## src/rtl/qbert_jump_ctrl.sv

```systemverilog
// Q*bert move sequencer: queues joystick jump requests, computes target cube / bad-jump flag,
// handshakes with the sprite layer and tracks position and lives. Optional watchdog: QBERT_JUMP_TIMEOUT_EN.
module qbert_jump_ctrl #(
    parameter int N_ROWS  = 7,
    parameter int N_CUBE  = 28,
    parameter int Q_DEPTH = 4,
`ifdef QBERT_JUMP_TIMEOUT_EN
    parameter int LIVES0  = 3,
    parameter int TIMEOUT = 2**24
`else
    parameter int LIVES0  = 3
`endif
) (
    input  logic              clk,
    input  logic              reset,
    input  logic              restart,
    input  logic              req_valid,
    input  logic [2:0]        req_dir,
    output logic              req_ready,
    input  logic              done_move,
    input  logic [2:0]        state_qb,
    output logic [2:0]        e_jump_qb,
    output logic [N_CUBE-1:0] e_next_qb,
    output logic              e_bad_jump,
    output logic [N_CUBE-1:0] position_qb,
    output logic              cube_hit,
    output logic [4:0]        cube_idx,
    output logic [3:0]        lives,
    output logic              busy,
    output logic              timeout_err,
    output logic [2:0]        dbg_state
);

    localparam int RW = $clog2(N_ROWS + 1);
    localparam int PW = $clog2(Q_DEPTH);
    localparam int CW = PW + 1;
    localparam logic [2:0] LAYER_IDLE = 3'b010;
    localparam logic [N_CUBE-1:0] ONE = N_CUBE'(1);

    typedef enum logic [2:0] {
        S_IDLE      = 3'd0,
        S_ISSUE     = 3'd1,
        S_WAIT_DONE = 3'd2,
        S_LAND      = 3'd3,
        S_KO        = 3'd4
    } state_t;

    // Handshake: a request is taken on a clock edge where req_valid && req_ready are both high.
    state_t            state_q, state_d;
    logic [2:0]        mem_q [Q_DEPTH];
    logic [2:0]        mem_d [Q_DEPTH];
    logic [PW-1:0]     wr_ptr_q, wr_ptr_d, rd_ptr_q, rd_ptr_d;
    logic [CW-1:0]     count_q, count_d;
    logic [RW-1:0]     row_q, row_d, col_q, col_d;
    logic [RW-1:0]     tgt_row_q, tgt_row_d, tgt_col_q, tgt_col_d;
    logic [4:0]        tgt_idx_q, tgt_idx_d;
    logic [2:0]        jump_q, jump_d;
    logic [N_CUBE-1:0] next_q, next_d;
    logic              bad_q, bad_d;
    logic [N_CUBE-1:0] pos_q, pos_d;
    logic              hit_q, hit_d;
    logic [4:0]        idx_q, idx_d;
    logic [3:0]        lives_q, lives_d;
`ifdef QBERT_JUMP_TIMEOUT_EN
    logic [31:0]       tmo_cnt_q, tmo_cnt_d;
    logic              tmo_err_q, tmo_err_d;
`endif

    logic          dir_ok, empty, full, pop_ok, accept, bypass;
    logic          push, pop, flush;
    logic [2:0]    sel_dir;
    logic          t_bad;
    logic [RW-1:0] t_row, t_col;
    logic [4:0]    t_idx;

    assign dir_ok    = (req_dir != 3'd0) && (req_dir <= 3'd4);
    assign empty     = (count_q == '0);
    assign full      = (count_q == CW'(Q_DEPTH));
    assign pop_ok    = (state_q == S_IDLE) && (state_qb == LAYER_IDLE) && !empty;
    assign req_ready = (lives_q != 4'd0) && (!full || pop_ok);
    assign accept    = req_valid && req_ready && dir_ok;
    // An empty queue lets a fresh request go straight to the layer without a FIFO round trip.
    assign bypass    = (state_q == S_IDLE) && (state_qb == LAYER_IDLE) && empty && accept;
    assign sel_dir   = empty ? req_dir : mem_q[rd_ptr_q];

    always_comb begin
        t_bad = 1'b0;
        t_row = row_q;
        t_col = col_q;
        case (sel_dir)
            3'd1: begin
                t_row = row_q + RW'(1);
                t_col = col_q + RW'(1);
                t_bad = (row_q == RW'(N_ROWS - 1));
            end
            3'd2: begin
                t_row = row_q + RW'(1);
                t_bad = (row_q == RW'(N_ROWS - 1));
            end
            3'd3: begin
                t_row = row_q - RW'(1);
                t_bad = (row_q == '0) || (col_q == row_q);
            end
            3'd4: begin
                t_row = row_q - RW'(1);
                t_col = col_q - RW'(1);
                t_bad = (row_q == '0) || (col_q == '0);
            end
            default: t_bad = 1'b1;
        endcase
        t_idx = 5'((int'(t_row) * (int'(t_row) + 1)) / 2 + int'(t_col));
    end

    always_comb begin
        state_d   = state_q;
        row_d     = row_q;
        col_d     = col_q;
        tgt_row_d = tgt_row_q;
        tgt_col_d = tgt_col_q;
        tgt_idx_d = tgt_idx_q;
        jump_d    = jump_q;
        next_d    = next_q;
        bad_d     = bad_q;
        pos_d     = pos_q;
        hit_d     = 1'b0;
        idx_d     = idx_q;
        lives_d   = lives_q;
        pop       = 1'b0;
        flush     = 1'b0;
        push      = accept && !bypass;
`ifdef QBERT_JUMP_TIMEOUT_EN
        tmo_cnt_d = '0;
        tmo_err_d = tmo_err_q;
`endif
        case (state_q)
            S_IDLE: begin
                if ((state_qb == LAYER_IDLE) && (!empty || accept)) begin
                    pop       = !empty;
                    jump_d    = sel_dir;
                    next_d    = t_bad ? '0 : (ONE << t_idx);
                    bad_d     = t_bad;
                    tgt_row_d = t_row;
                    tgt_col_d = t_col;
                    tgt_idx_d = t_idx;
                    state_d   = S_ISSUE;
                end
            end
            S_ISSUE: begin
                if (!done_move) state_d = S_WAIT_DONE;
            end
            S_WAIT_DONE: begin
                if (done_move) state_d = S_LAND;
            end
            S_LAND: begin
                jump_d = 3'd0;
                if (!bad_q) begin
                    // A watchdog-forced landing of an off-pyramid jump has no cube to land on.
                    if (next_q != '0) begin
                        pos_d = next_q;
                        row_d = tgt_row_q;
                        col_d = tgt_col_q;
                        hit_d = 1'b1;
                        idx_d = tgt_idx_q;
                    end
                    state_d = S_IDLE;
                end else begin
                    lives_d = (lives_q == 4'd0) ? 4'd0 : lives_q - 4'd1;
                    flush   = 1'b1;
                    state_d = S_KO;
                end
            end
            S_KO: begin
                if (state_qb == LAYER_IDLE) begin
                    row_d   = '0;
                    col_d   = '0;
                    pos_d   = ONE;
                    bad_d   = 1'b0;
                    state_d = S_IDLE;
                end
            end
            default: state_d = S_IDLE;
        endcase
`ifdef QBERT_JUMP_TIMEOUT_EN
        if ((state_q == S_ISSUE) || (state_q == S_WAIT_DONE)) begin
            if (tmo_cnt_q == 32'(TIMEOUT - 1)) begin
                tmo_err_d = 1'b1;
                bad_d     = 1'b0;
                state_d   = S_LAND;
            end else begin
                tmo_cnt_d = tmo_cnt_q + 32'd1;
            end
        end
`endif
    end

    always_comb begin
        mem_d    = mem_q;
        wr_ptr_d = wr_ptr_q;
        rd_ptr_d = rd_ptr_q;
        count_d  = count_q;
        if (flush) begin
            wr_ptr_d = '0;
            rd_ptr_d = '0;
            count_d  = '0;
        end else begin
            if (push) begin
                mem_d[wr_ptr_q] = req_dir;
                wr_ptr_d        = wr_ptr_q + PW'(1);
            end
            if (pop) rd_ptr_d = rd_ptr_q + PW'(1);
            count_d = count_q + CW'(push) - CW'(pop);
        end
    end

    always_ff @(posedge clk) begin
        if (reset || restart) begin
            state_q   <= S_IDLE;
            wr_ptr_q  <= '0;
            rd_ptr_q  <= '0;
            count_q   <= '0;
            row_q     <= '0;
            col_q     <= '0;
            tgt_row_q <= '0;
            tgt_col_q <= '0;
            tgt_idx_q <= '0;
            jump_q    <= 3'd0;
            next_q    <= '0;
            bad_q     <= 1'b0;
            pos_q     <= ONE;
            hit_q     <= 1'b0;
            idx_q     <= '0;
            lives_q   <= 4'(LIVES0);
`ifdef QBERT_JUMP_TIMEOUT_EN
            tmo_cnt_q <= '0;
            tmo_err_q <= 1'b0;
`endif
        end else begin
            state_q   <= state_d;
            mem_q     <= mem_d;
            wr_ptr_q  <= wr_ptr_d;
            rd_ptr_q  <= rd_ptr_d;
            count_q   <= count_d;
            row_q     <= row_d;
            col_q     <= col_d;
            tgt_row_q <= tgt_row_d;
            tgt_col_q <= tgt_col_d;
            tgt_idx_q <= tgt_idx_d;
            jump_q    <= jump_d;
            next_q    <= next_d;
            bad_q     <= bad_d;
            pos_q     <= pos_d;
            hit_q     <= hit_d;
            idx_q     <= idx_d;
            lives_q   <= lives_d;
`ifdef QBERT_JUMP_TIMEOUT_EN
            tmo_cnt_q <= tmo_cnt_d;
            tmo_err_q <= tmo_err_d;
`endif
        end
    end

    assign e_jump_qb   = jump_q;
    assign e_next_qb   = next_q;
    assign e_bad_jump  = bad_q;
    assign position_qb = pos_q;
    assign cube_hit    = hit_q;
    assign cube_idx    = idx_q;
    assign lives       = lives_q;
    assign busy        = (state_q != S_IDLE);
    assign dbg_state   = state_q;
`ifdef QBERT_JUMP_TIMEOUT_EN
    assign timeout_err = tmo_err_q;
`else
    assign timeout_err = 1'b0;
`endif

endmodule

```

## config.mk

```make
export PLATFORM = sky130hd
export DESIGN_NAME = qbert_jump_ctrl
export DESIGN_NICKNAME = d
export VERILOG_FILES = /design/src/rtl/qbert_jump_ctrl.sv
export SDC_FILE = /design/constraint.sdc
export NUM_CORES = 1
export LEC_CHECK = 0
export ABC_AREA = 0
export ABC_CLOCK_PERIOD_IN_PS = 18000
export CAP_MARGIN = 20
export CELL_PAD_IN_SITES_DETAIL_PLACEMENT = 0
export CELL_PAD_IN_SITES_GLOBAL_PLACEMENT = 1
export CORE_ASPECT_RATIO = 1.2
export CORE_UTILIZATION = 40
export DETAILED_ROUTE_END_ITERATION = 10
export PLACE_DENSITY = 0.84
export RECOVER_POWER = 25
export SLEW_MARGIN = 20
export SYNTH_ARGS = -nofsm -noshare
export SYNTH_HDL_FRONTEND = slang
export SYNTH_SLANG_ARGS = --single-unit
```

## constraint.sdc

```tcl
create_clock -name clk -period 18 [get_ports clk]
set_input_delay 2.7 -clock clk [delete_from_list [all_inputs] [get_ports clk]]
set_output_delay 2.7 -clock clk [all_outputs]
set_load 0.05 [all_outputs]
```

======== After elaboration in Yosys (flattened, before gate mapping) ========
Cells that the tools add are included.
cells by class
  bitwise logic cells ..................... 7
  multiply operators ...................... 1
  mux-type cells .......................... 38
  add/subtract/negate cells ............... 12
  div/mod/pow operators ................... 0
  equality and inequality tests ........... 18
  order comparisons ....................... 4
  shift operators ......................... 1
  reduce and logical (&&, ||, !) cells .... 43
operators by type and width
  kind                                                       count
  2-to-1 mux 28 bit                                          4
  case mux 28 bit (2 select lines)                           1
  2-to-1 mux 3 bit                                           14
  case mux 3 bit (2 select lines)                            5
  nonzero test 28 bit                                        1
  left shift 1 x 5 -> 28 bit (first input constant)          1
  == test 3 x 2 -> 1 bit (second input constant)             5
  case mux 3 bit (5 select lines)                            1
  bitwise mux 12 bit                                         1
  == test 3 bit (second input constant)                      4
  zero test 3 bit                                            4
  logical AND 1 bit                                          11
  inequality test 2 bit (second input constant)              5
  AND reduction 3 bit                                        3
  AND reduction 4 bit                                        2
  2-to-1 mux 1 bit                                           7
  adder 3 x 1 -> 3 bit (second input constant)               2
  binary-select mux 3 bit (select 2 bit)                     1
  demux 3 bit (select 2 bit)                                 1
  == test 3 x 1 -> 1 bit (second input constant)             2
  greater-or-equal comparator 3 bit (second input constant)  2
  multiplier 3 x 4 -> 6 bit                                  1
  NOT 2 -> 3 bit                                             2
  AND reduction 2 bit                                        3
  other kinds (25)                                           41
word-level totals
  logic and storage cells ................. 144
  bits in latches ......................... 0
  output and inout bits ................... 76
  RAM bits ................................ 0
  register bits ........................... 109
  memories kept ........................... 0
  bits in read-only memories .............. 0

======== Logic depth before layout (Yosys ltp) ========
Gate-level depths: netlist of run 1.
  depth in word-level cells ............... 15
  depth in mapped cells ................... 26

======== Least setup slack after synthesis of run 1 ========
No wires, ideal clock.
  kind .................................... in2reg
  start ................................... input port req_dir[1]
  end ..................................... register next_q[0], in the netlist e_next_qb[0]
  slack ................................... 10204 ps
  stages on the path ...................... 22
  arrival ................................. 7734 ps
  data required time ...................... 17938 ps
  cell sequence ........................... mux2_2 > nor3_2 > inv_1 > nand2_1 > inv_1 > fa_1 > a21boi_1 > or2_2 > xnor2_1 > inv_1 > ha_1 > nor2_1 > fa_1 > ha_1 > inv_1 > fa_1 > inv_1 > ha_1 > a21oi_1 > xor2_1 > nor4_1 > a32o_1
RTL lines
  item                                   RTL line  RTL
  start, declared                        18        input logic [2:0] req_dir,
  2-to-1 mux 3 bit *                     84        assign sel_dir = empty ? req_dir : mem_q[rd_ptr_q];
  == test 3 bit (tied with other cells)  90        case (sel_dir)
  OR reduction 2 bit (no line)           --
  case mux 3 bit (2 select lines) *      90
  named net t_row[2]                     73        logic [RW-1:0] t_row, t_col;
  adder 3 x 1 -> 4 bit                   111       t_idx = 5'((int'(t_row) * (int'(t_row) + 1)) / 2 + int'(t_col));
  multiplier 3 x 4 -> 6 bit *            111
  adder 5 x 1 -> 5 bit (no line) *       --
  adder 5 x 4 -> 5 bit *                 111
  left shift 1 x 5 -> 28 bit *           140       next_d = t_bad ? '0 : (ONE << t_idx);
  2-to-1 mux 28 bit *                    140
  end signal, assigned                   249       next_q <= next_d;
  end, declared                          58        logic [N_CUBE-1:0] next_q, next_d;
The timed path passes the listed nets; every way through them passes the cells marked *.
A chain may end at the register's enable or synchronous reset.

======== Final worst setup path of run 1 ========
  start ................................... input port req_dir[1]
  end ..................................... register next_q[3], in the netlist e_next_qb[3]
The elaborated chain is that of the path after synthesis.

==> impl_results.md, run 1 <==
* Initial DRC count at 219
* Initial antenna violation count at 0
* Via-to-Cell Ratio at about 5.4
* Mapped Cells at between 500 and 600
* Worst Skew at between 10 and 15 ps
* Max Slew Vio Count at 60
* EDFF count, synth at 12
* YS warnings at 0
* Leakage dissipation at 2.258 nW
* Worst hold-check path type: register to register
* Layout cells sized above 1 at 0.07346
* Failing checks: max-capacitance violations, max-slew violations
* Most frequent cells after synthesis: dfxtp_1 (97), nor2_1 (78), nand2_1 (41)
* Final wirelength at approximately 12000 um
* Hold path depth at 2
* Post-DP HPWL at around 8600 um
* Postcts setup bufs at 0
* First-pass GRT wire length at just under 20000 um
* Final global-route overflow total at 0
* Ant diodes at 0
* Worst setup path category: primary input to register
* WL per Instance at 15.53 um
* GP Congestion at 0.8248
* Final setup TNS at 0 ps
* Final Critical Period at about 8700 ps
* Top_reg_cell synth: dfxtp_1
* Port-buffer cells at 85
* MaxCap Viol Count at 1
* Final nets at approximately 630
* RSZ-0062 raised after global routing: no
* Clock transition at path regs at about 80 ps
* R2r worst-path depth at 24
* CTS buffer count at 9
* Die Ht at about 120 um
* Clock Sinks at approximately 110
* Initial Utilization at 0.4119
* Synthesis-to-finish area growth at 25.27%
* Area of the core at 12170 um2
* Worst VDD drop at ~45 uV
* Mean Syn Cell Area at 9.618 um2
* Number of global-route vias before repair at 3903
* Pin count of the biggest net entering global routing at 60
* Final ANT Viol Nets at 0
* Required @ worst endpoint at ~18000 ps
* Row Count at 44
* Ranking of synthesized cells by area: dfxtp_1 (39%), edfxtp_1 (7.2%), nor2_1 (5.8%)
* Post-cts resize count at 0
* Critical Path End Type: register
* GR Util All Layers at 0.1857
* Post-CTS Hold Fix Bufs at 0
* Critical Path Fanout Max at 12
* Arrival time at the worst endpoint at between 9000 and 10000 ps
* Vias at 4121
* CTS tree: yes
* DIE AREA at 12980 um2
* Synth area leader: dfxtp_1
* Final worst slack at 9278 ps
* Crit share post-route at 0.4845
* Outcome: complete, but fails checks
* Mapped cell area at around 5000 um2
* Syn nets at between 500 and 600
* Count leader, synth: dfxtp_1
* Post-synth ARST share at 0
* Worst-Margin Slew at between 2000 and 3000 ps
* Worst setup SP type: primary input
* Slew Limit Headroom at -0.7189
* Power Density at just under 80 nW/um2
* Sequential fraction of the synthesis area at 0.4594
* Later-pin clock latency in the skew report at around 350 ps
* Root Buffer Master: clkbuf_16
* Fmax at 114.7 MHz
* I/O pin count at 87
* Pre-CTS setup slack at between 8000 and 9000 ps
* Pre-antenna DRT Iters at 5
* Synth cell types at 59
* Share of the synthesized area in the top cell type at 0.3875
* DRC at 0
* CTS H-tree depth at 3
* Register bit total from synthesis at ~110
* Setup violations, final at 0
* Final Hold Vio Count at 0
* Clock Path Buffers at 2
* Die W at roughly 100 um
## final timing paths
path | from | to | slack (ps)
max | req_dir[1] | e_next_qb[3] | 9280
min | tgt_col_q[1] | tgt_col_q[1] | 460
max reg2reg | rd_ptr_q[0] | e_next_qb[3] | 11230
min reg2reg | tgt_col_q[1] | tgt_col_q[1] | 460
## stage by stage
step	area, um2	total power [mW]	utilization	hold slack [ps]	std cells
final	6277	0.4938	0.5159	458.6	760
after global routing	6277	0.5139	0.5159	486.2	760
after CTS	6269	0.4982	0.5152	461.9	760
after detailed placement	5964	0.2999	0.4902	449.7	744
after global placement	5937	0.2979	0.4880	444.9	743
after floorplan	5011	0.2874	-	433.7	521
## critical path, cell delays in order
cell and delay (ps):
dlygate4sd3_1 630, mux2_2 360, nor3_2 280, inv_1 140, nand2_1 80, inv_1 50
fa_1 410, a21boi_1 160, or2_2 310, xnor2_1 230, inv_1 110, ha_1 320
nor2_1 150, fa_1 430, ha_1 200, inv_1 100, fa_1 420, inv_1 70
ha_1 270, a21oi_1 150, nor2_1 70, xnor2_1 390, xor2_1 700, a32o_1 270
## routing by layer
layer  global-route usage  vias to the layer above  share of wire
li1                     -                     2014              -
met1               0.2295                     1987           0.45
met2               0.3298                      108           0.51
met3              0.03506                       12          0.037
met4              0.04706                        0          0.012
met5                    0                        -              0
## report_power, final
part | switching (mW) | internal (mW) | total (mW)
logic | 0.0319 | 0.0164 | 0.0483
clock network | 0.100 | 0.0989 | 0.199
registers | 0.000675 | 0.246 | 0.247
## registers in the layout, indices dropped and copies added (netlist names), 4 cells and up
name	flops
tgt_idx_q	5
cube_idx	5
lives	4
e_next_qb	28
mem_q	12
position_qb	28
## cells in the final DEF (no fill, tap or decap), drive strengths merged, types with 12 or more instances in the layout
master / count
ha: 17
inv: 30
dlygate4sd3: 29
edfxtp: 12
clkdlybuf4s50: 56
nand2: 41
a21oi: 21
a32o: 24
nor2: 79
dfxtp: 97
a22oi: 35
nor3: 15
## cells by family after synthesis
family | Yosys count | synth area share
AO/OA/AOI/OAI | 114 | 0.1693
XOR/XNOR | 18 | 0.03296
adder cells (fa/ha/maj) | 24 | 0.07041
buffers and inverters | 55 | 0.05143
flip-flops | 109 | 0.4594
multiplexers | 18 | 0.04594
other | 1 | 0.0007483
AND/OR/NAND/NOR | 182 | 0.1698
## layout make-up
class                           instances  area, um2
Clock buffer                            9      225.2
Sequential cell                       109       2302
Inverter                               27      101.3
Clock inverter                          7      78.83
Fill cell                            1135       5889
Tap cell                              161      201.4
Multi-Input combinational cell        357       2464
Timing Repair Buffer                   90      904.6
(Power assumes the default switching activity.)
==> inputs of run 2 (changes only) <==
--- a/config.mk
+++ b/config.mk
@@ -6,7 +6,7 @@
 export NUM_CORES = 1
 export LEC_CHECK = 0
 export ABC_AREA = 0
-export ABC_CLOCK_PERIOD_IN_PS = 18000
+export ABC_CLOCK_PERIOD_IN_PS = 8600
 export CAP_MARGIN = 20
 export CELL_PAD_IN_SITES_DETAIL_PLACEMENT = 0
 export CELL_PAD_IN_SITES_GLOBAL_PLACEMENT = 1
==> constraint.sdc (replaced) <==
create_clock -name clk -period 8.6 [get_ports clk]
set_input_delay 1.29 -clock clk [delete_from_list [all_inputs] [get_ports clk]]
set_output_delay 1.29 -clock clk [all_outputs]
set_load 0.05 [all_outputs]
==> run 2 against run 1 <==
The flow still finishes with violations (max-capacitance violations, max-slew violations); combinational power grew 110%; sequential share of layout area grew 0.22 points; core utilization shrank 0.31 points; final area shrank 0.60%; largest power group unchanged; highest routed layer unchanged.
==> impl_results.md, run 2 (synthesis gave the netlist of run 1 again) <==
* Outcome: complete, but fails checks
* Failing checks: max-capacitance violations, max-slew violations
* CP startpoint: req_dir[1]
* Final Critical Period at approximately 7300 ps
* Final global-route overflow total at 0
* CTS buffer count at 9
* Via-to-Cell Ratio at 5.362
* Clock Sinks at between 100 and 150
* Required @ worst endpoint at about 8900 ps
* Commonest cells after routing, fill and taps aside: dfxtp_1 (97), nor2_1 (78), clkdlybuf4s50_1 (56)
* Final core utilization at 0.5129
* GP Congestion at 0.8052
* Max Slew Vio Count at 60
* Crit share post-route at 0.8488
* Switching Fraction at 0.2573
* GR Util All Layers at 0.1825
* Vias at between 4000 and 5000
* Arrival time at the worst endpoint at about 7600 ps
* Die Ht at 124.6 um
* Clock transition at path regs at approximately 80 ps
* Final Hold Vio Count at 0
* Post-cts resize count at 0
* Pre-antenna DRT Iters at 5
* Initial DRC count at 242
* Synthesis-to-finish area growth at 24.52%
* Leakage dissipation at around 2.3 nW
* Root Buffer Master: clkbuf_16
* Slew Limit Headroom at -0.6593
* Setup violations, final at 0
* Worst hold-check path type: register to register
* Final setup TNS at 0 ps
* First-pass GRT wire length at just under 20000 um
* Pint at between 0.7 and 0.8 mW
* MaxCap Viol Count at 1
* Final wirelength at between 10000 and 15000 um
* Reg2Reg Setup Slack at 1860 ps
* Post-CTS Hold Fix Bufs at 0
* WL per Instance at around 15 um
* Area of the core at around 12000 um2
* Power Density at 162.0 nW/um2
* DRC at 0
* Number of global-route vias before repair at about 4000
* Worst-Margin Slew at 2489 ps
* Worst setup path category: primary input to register
* Post-DP HPWL at 8352 um
* Ant diodes at 0
* Fmax at about 140 MHz
* Comb pwr share at 0.098
* Final nets at about 630
* Later-pin clock latency in the skew report at about 340 ps
* Worst r2r src: rd_ptr_q[0]
* CTS H-tree depth at 3
* Fillers at roughly 1100
* Crit-path cells: dlygate4sd3_1 > mux2_2 > nor3_2 > inv_1 > nand2_1 > inv_1 > fa_1 > a21boi_1 > or2_2 > xnor2_1 > inv_1 > ha_1 > nor2_1 > fa_1 > ha_1 > inv_1 > fa_1 > inv_1 > ha_1 > a21oi_1 > nor2_1 > xnor2_1 > xor2_1 > a32o_1
* Row Count at 44
* Worst Skew at between 7 and 8 ps
* RSZ-0062 raised after global routing: no
* Worst setup SP type: primary input
* Slowest cell on crit path: xor2_1
* CTS tree: yes
* Port-buffer cells at between 80 and 90
* Clock Path Buffers at 2
* CP peak stage delay at roughly 700 ps
* CP delay by family, top: adder cells
* Commonest non-fill, non-tap cell in the layout: dfxtp_1
* CP most frequent cell: inv_1
* Die W at between 100 and 150 um
* Final ANT Viol Nets at 0
* Worst hold start: tgt_idx_q[4]
* Pin count of the biggest net entering global routing at 60
* Postcts setup bufs at 0
* DIE AREA at approximately 13000 um2
* Critical Path End Type: register
* Worst VDD drop at 79.97 uV
* Critical Path Fanout Max at 12
* Layout cells sized above 1 at 0.07321
* Net Sw Power at ~0.26 mW
* Initial Utilization at 0.4119
* Bufs and invs on worst path at 6
* Flop pwr share at 0.510
* Initial antenna violation count at 0
* Clock power frac at 0.391
* I/O pin count at between 80 and 90
run 2: cell count changes in the layout (fill, tap and decap cells not counted):
cell      delta
buf_16       -1
clkbuf_1     +1
inv_8        -1
clkinv_8     -2
nand2_2      +1
nand2_1      -1
buf_4        +3
nor4_1       +2
nor4_2       -2
inv_6        +2
run 2: worst paths after layout:
kind / end / cells after the start
min reg2reg: tgt_idx_q[4] / 2
max reg2reg: e_next_qb[11] / 24
min: tgt_idx_q[4] / 2
max: e_next_qb[11] / 24
run 2: per-layer routing:
metal,track usage,vias to the layer above,part of all wire
li1,-,2016,-
met1,0.2313,1957,0.45
met2,0.3184,101,0.50
met3,0.02512,12,0.040
met4,0.05882,0,0.014
met5,0,-,0
run 2: worst min-delay path, delay by kind of cell, from the launching register on:
kind | cells | cell delay [ps]
flops | 1 | 310
simple gates | 2 | 100
run 2: per-stage QoR:
step / instance area, um2 / cells / hold WS [ps] / total power, mW / setup WS, ps
finish: 6240 / 762 / 454.7 / 1.011 / 1301
detailed placement: 5962 / 746 / 446.5 / 0.6272 / 1079
global placement: 5959 / 746 / 446.5 / 0.6239 / 1281
CTS: 6243 / 762 / 458.4 / 1.016 / 1420
floorplan: 5011 / 521 / 433.7 / 0.6016 / 2214
global route: 6240 / 762 / 481.8 / 1.050 / 845.5
run 2: layout make-up:
class | instances | area (um2) | area share
clock inverters | 6 | 52.55 | 0.008422
inverters | 27 | 101.3 | 0.01624
flip-flops and latches | 109 | 2302 | 0.3690
well taps | 161 | 201.4 | 0.03228
clock buffers | 10 | 229.0 | 0.03670
multi-input cells | 357 | 2454 | 0.3932
repair buffers | 92 | 899.6 | 0.1442
run 2: power by group through the flow:
stage | clock [mW] | combinational [mW] | sequential, mW
final | 0.396 | 0.0993 | 0.516
after global placement | 0 | 0.0961 | 0.528
after detailed placement | 0 | 0.0993 | 0.528
after floorplan | 0 | 0.0727 | 0.529
after CTS | 0.401 | 0.0998 | 0.516
after global routing | 0.423 | 0.111 | 0.516
==> inputs of run 3 (changes only) <==
--- a/config.mk
+++ b/config.mk
@@ -6,7 +6,7 @@
 export NUM_CORES = 1
 export LEC_CHECK = 0
 export ABC_AREA = 0
-export ABC_CLOCK_PERIOD_IN_PS = 8600
+export ABC_CLOCK_PERIOD_IN_PS = 7200
 export CAP_MARGIN = 20
 export CELL_PAD_IN_SITES_DETAIL_PLACEMENT = 0
 export CELL_PAD_IN_SITES_GLOBAL_PLACEMENT = 1
==> constraint.sdc (replaced) <==
create_clock -name clk -period 7.2 [get_ports clk]
set_input_delay 1.08 -clock clk [delete_from_list [all_inputs] [get_ports clk]]
set_output_delay 1.08 -clock clk [all_outputs]
set_load 0.05 [all_outputs]
==> run 3 against run 2 <==
Critical path type unchanged; first-iteration DRC count decreased by 8.3%; global-route usage increased by 1.0 points; largest cell class unchanged; worst hold slack improved by 3.3 ps; core utilization increased by 0.52 points; clock skew increased by 0.69 ps; sequential cell count unchanged; wire length increased by 7.0%; the run still ends with max-capacitance violations, max-slew violations left; total power increased by 22%.
==> impl_results.md, run 3 (synthesis gave the netlist of run 1 again) <==
* Outcome: complete, but fails checks
* Failing checks: max-capacitance violations, max-slew violations
* Area of the core at between 10000 and 15000 um2
* Commonest cells after routing, fill and taps aside: dfxtp_1 (97), nor2_1 (78), clkdlybuf4s50_1 (62)
* Worst r2r src: rd_ptr_q[0]
* Final setup TNS at 0 ps
* Vias at slightly above 4000
* Arrival time at the worst endpoint at a little over 7000 ps
* DP Cell Count at approximately 750
* R2r worst-path depth at 24
* Power Density at a little under 200 nW/um2
* Final ANT Viol Nets at 0
* DRC at 0
* Fmax at approximately 150 MHz
* GP Congestion at about 0.86
* Design area at between 6000 and 7000 um2
* Initial antenna violation count at 0
* Fin Hold WS at 458.0 ps
* Row Count at 44
* Met3 wire length at ~460 um
* CTS buffer count at 9
* CP startpoint: req_dir[0]
* DR top layer: met4
* Hold path depth at 2
* Postcts setup bufs at 0
* Pre-CTS setup slack at 104.2 ps
* Worst setup path category: primary input to register
* Port-buffer cells at 85
* Root Buffer Master: clkbuf_16
* Post-CTS Hold Fix Bufs at 0
* Clock Path Buffers at 2
* Critical Path Sink: e_next_qb[5]
* Met1 wire length at about 5300 um
* Final nets at 637
* Initial DRC count at around 220
* Required @ worst endpoint at 7490 ps
* Slew Limit Headroom at -0.7293
* Leakage dissipation at 2.284 nW
* Worst-Margin Slew at around 2600 ps
* WL per Instance at 15.97 um
* Critical Path End Type: register
* Worst VDD drop at roughly 100 uV
* Final Hold Vio Count at 0
* Ant diodes at 0
* Post-cts resize count at 0
* Max Slew Vio Count at 60
* Worst setup SP type: primary input
* Critical Path Fanout Max at 6
* Clock transition at path regs at roughly 80 ps
* Worst hold-check path type: register to register
* CTS tree: yes
* Final wirelength at 12260 um
* Crit share post-route at 0.9381
* Layout cells sized above 1 at 0.07908
* Pre-antenna DRT Iters at 5
* Fin cells at ~770
* Worst Skew at approximately 8 ps
* FF-to-FF End: e_next_qb[5]
* Later-pin clock latency in the skew report at about 350 ps
* CTS H-tree depth at 3
* Final worst slack at approximately 450 ps
* Pin count of the biggest net entering global routing at 60
* Die Ht at about 120 um
* Post-DP HPWL at around 8900 um
* Placed cell areas at ~6000 um2
* RSZ-0062 raised after global routing: yes
* Setup violations, final at 0
* Clock Sinks at about 110
* GR Util All Layers at 0.1926
* Synthesis-to-finish area growth at 25.79%
* DIE AREA at ~13000 um2
* Final Critical Period at slightly below 7000 ps
* I/O pin count at just under 90
* First-pass GRT wire length at slightly above 20000 um
* Number of global-route vias before repair at 3973
* Metal2 WL at ~6400 um
* Via-to-Cell Ratio at roughly 5.4
* Die W at between 100 and 150 um
* Final global-route overflow total at 0
* MaxCap Viol Count at 1
* Reg2Reg Setup Slack at ~530 ps
* Commonest non-fill, non-tap cell in the layout: dfxtp_1
* Initial Utilization at 0.4119
[run 3: changes by cell type in the layout (fill, tap and decap cells not counted), sizes merged]
cell / delta
clkinvlp: -2
buf: +4
clkdlybuf4s50: +6
dlygate4sd3: -6
clkbuf: +1
clkinv: +4
inv: -1
[run 3: per-layer routing]
metal | global-route usage | up-vias
li1 | - | 2020
met1 | 0.2334 | 2019
met2 | 0.3459 | 108
met3 | 0.03192 | 12
met4 | 0.05966 | 0
met5 | 0 | -
[run 3: per-stage QoR]
| stage | util | power [mW] |
|---|---|---|
| 3_3_place_gp | 0.4929 | 0.7476 |
| 6_report | 0.5181 | 1.234 |
| 4_1_cts | 0.5190 | 1.245 |
| 3_5_place_dp | 0.4941 | 0.7515 |
| 5_1_grt | 0.5181 | 1.279 |
| 2_1_floorplan | - | 0.7185 |
[run 3: report_power, final]
part	leakage (nW)	internal (mW)	switching (mW)
logic	1.24	0.0429	0.0787
clock network	0.149	0.247	0.249
registers	0.889	0.615	0.00171
total	2.28	0.905	0.329
[run 3: area by class of cell]
| type | count | area, um2 |
|---|---|---|
| multi-input cells | 357 | 2451 |
| flip-flops and latches | 109 | 2302 |
| inverters | 27 | 101.3 |
| fillers | 1130 | 5863 |
| repair buffers | 98 | 944.7 |
| well taps | 161 | 201.4 |
| clock inverters | 7 | 77.57 |
| clock buffers | 9 | 225.2 |
[run 3: worst min path at each step]
stage	startpoint	to	slack, ps
6_report	tgt_idx_q[4]	tgt_idx_q[4]	460
5_1_grt	tgt_row_q[2]	tgt_row_q[2]	480
4_1_cts	tgt_idx_q[4]	tgt_idx_q[4]	460
3_5_place_dp	tgt_idx_q[4]	tgt_idx_q[4]	450
3_3_place_gp	tgt_row_q[0]	tgt_row_q[0]	440
2_1_floorplan	tgt_idx_q[4]	tgt_idx_q[4]	430
[run 3: worst max-delay path: stages]
cell,delay [ps]
clkdlybuf4s50_1,490
mux2_2,350
nor3_2,210
inv_1,140
nand2_1,80
inv_1,50
fa_1,410
a21boi_1,160
or2_2,300
xnor2_1,240
inv_1,100
ha_1,320
nor2_1,140
fa_1,430
ha_1,200
inv_1,100
fa_1,410
inv_1,70
ha_1,270
a21oi_1,190
xor2_1,150
nor4_1,700
buf_4,250
a32o_1,170
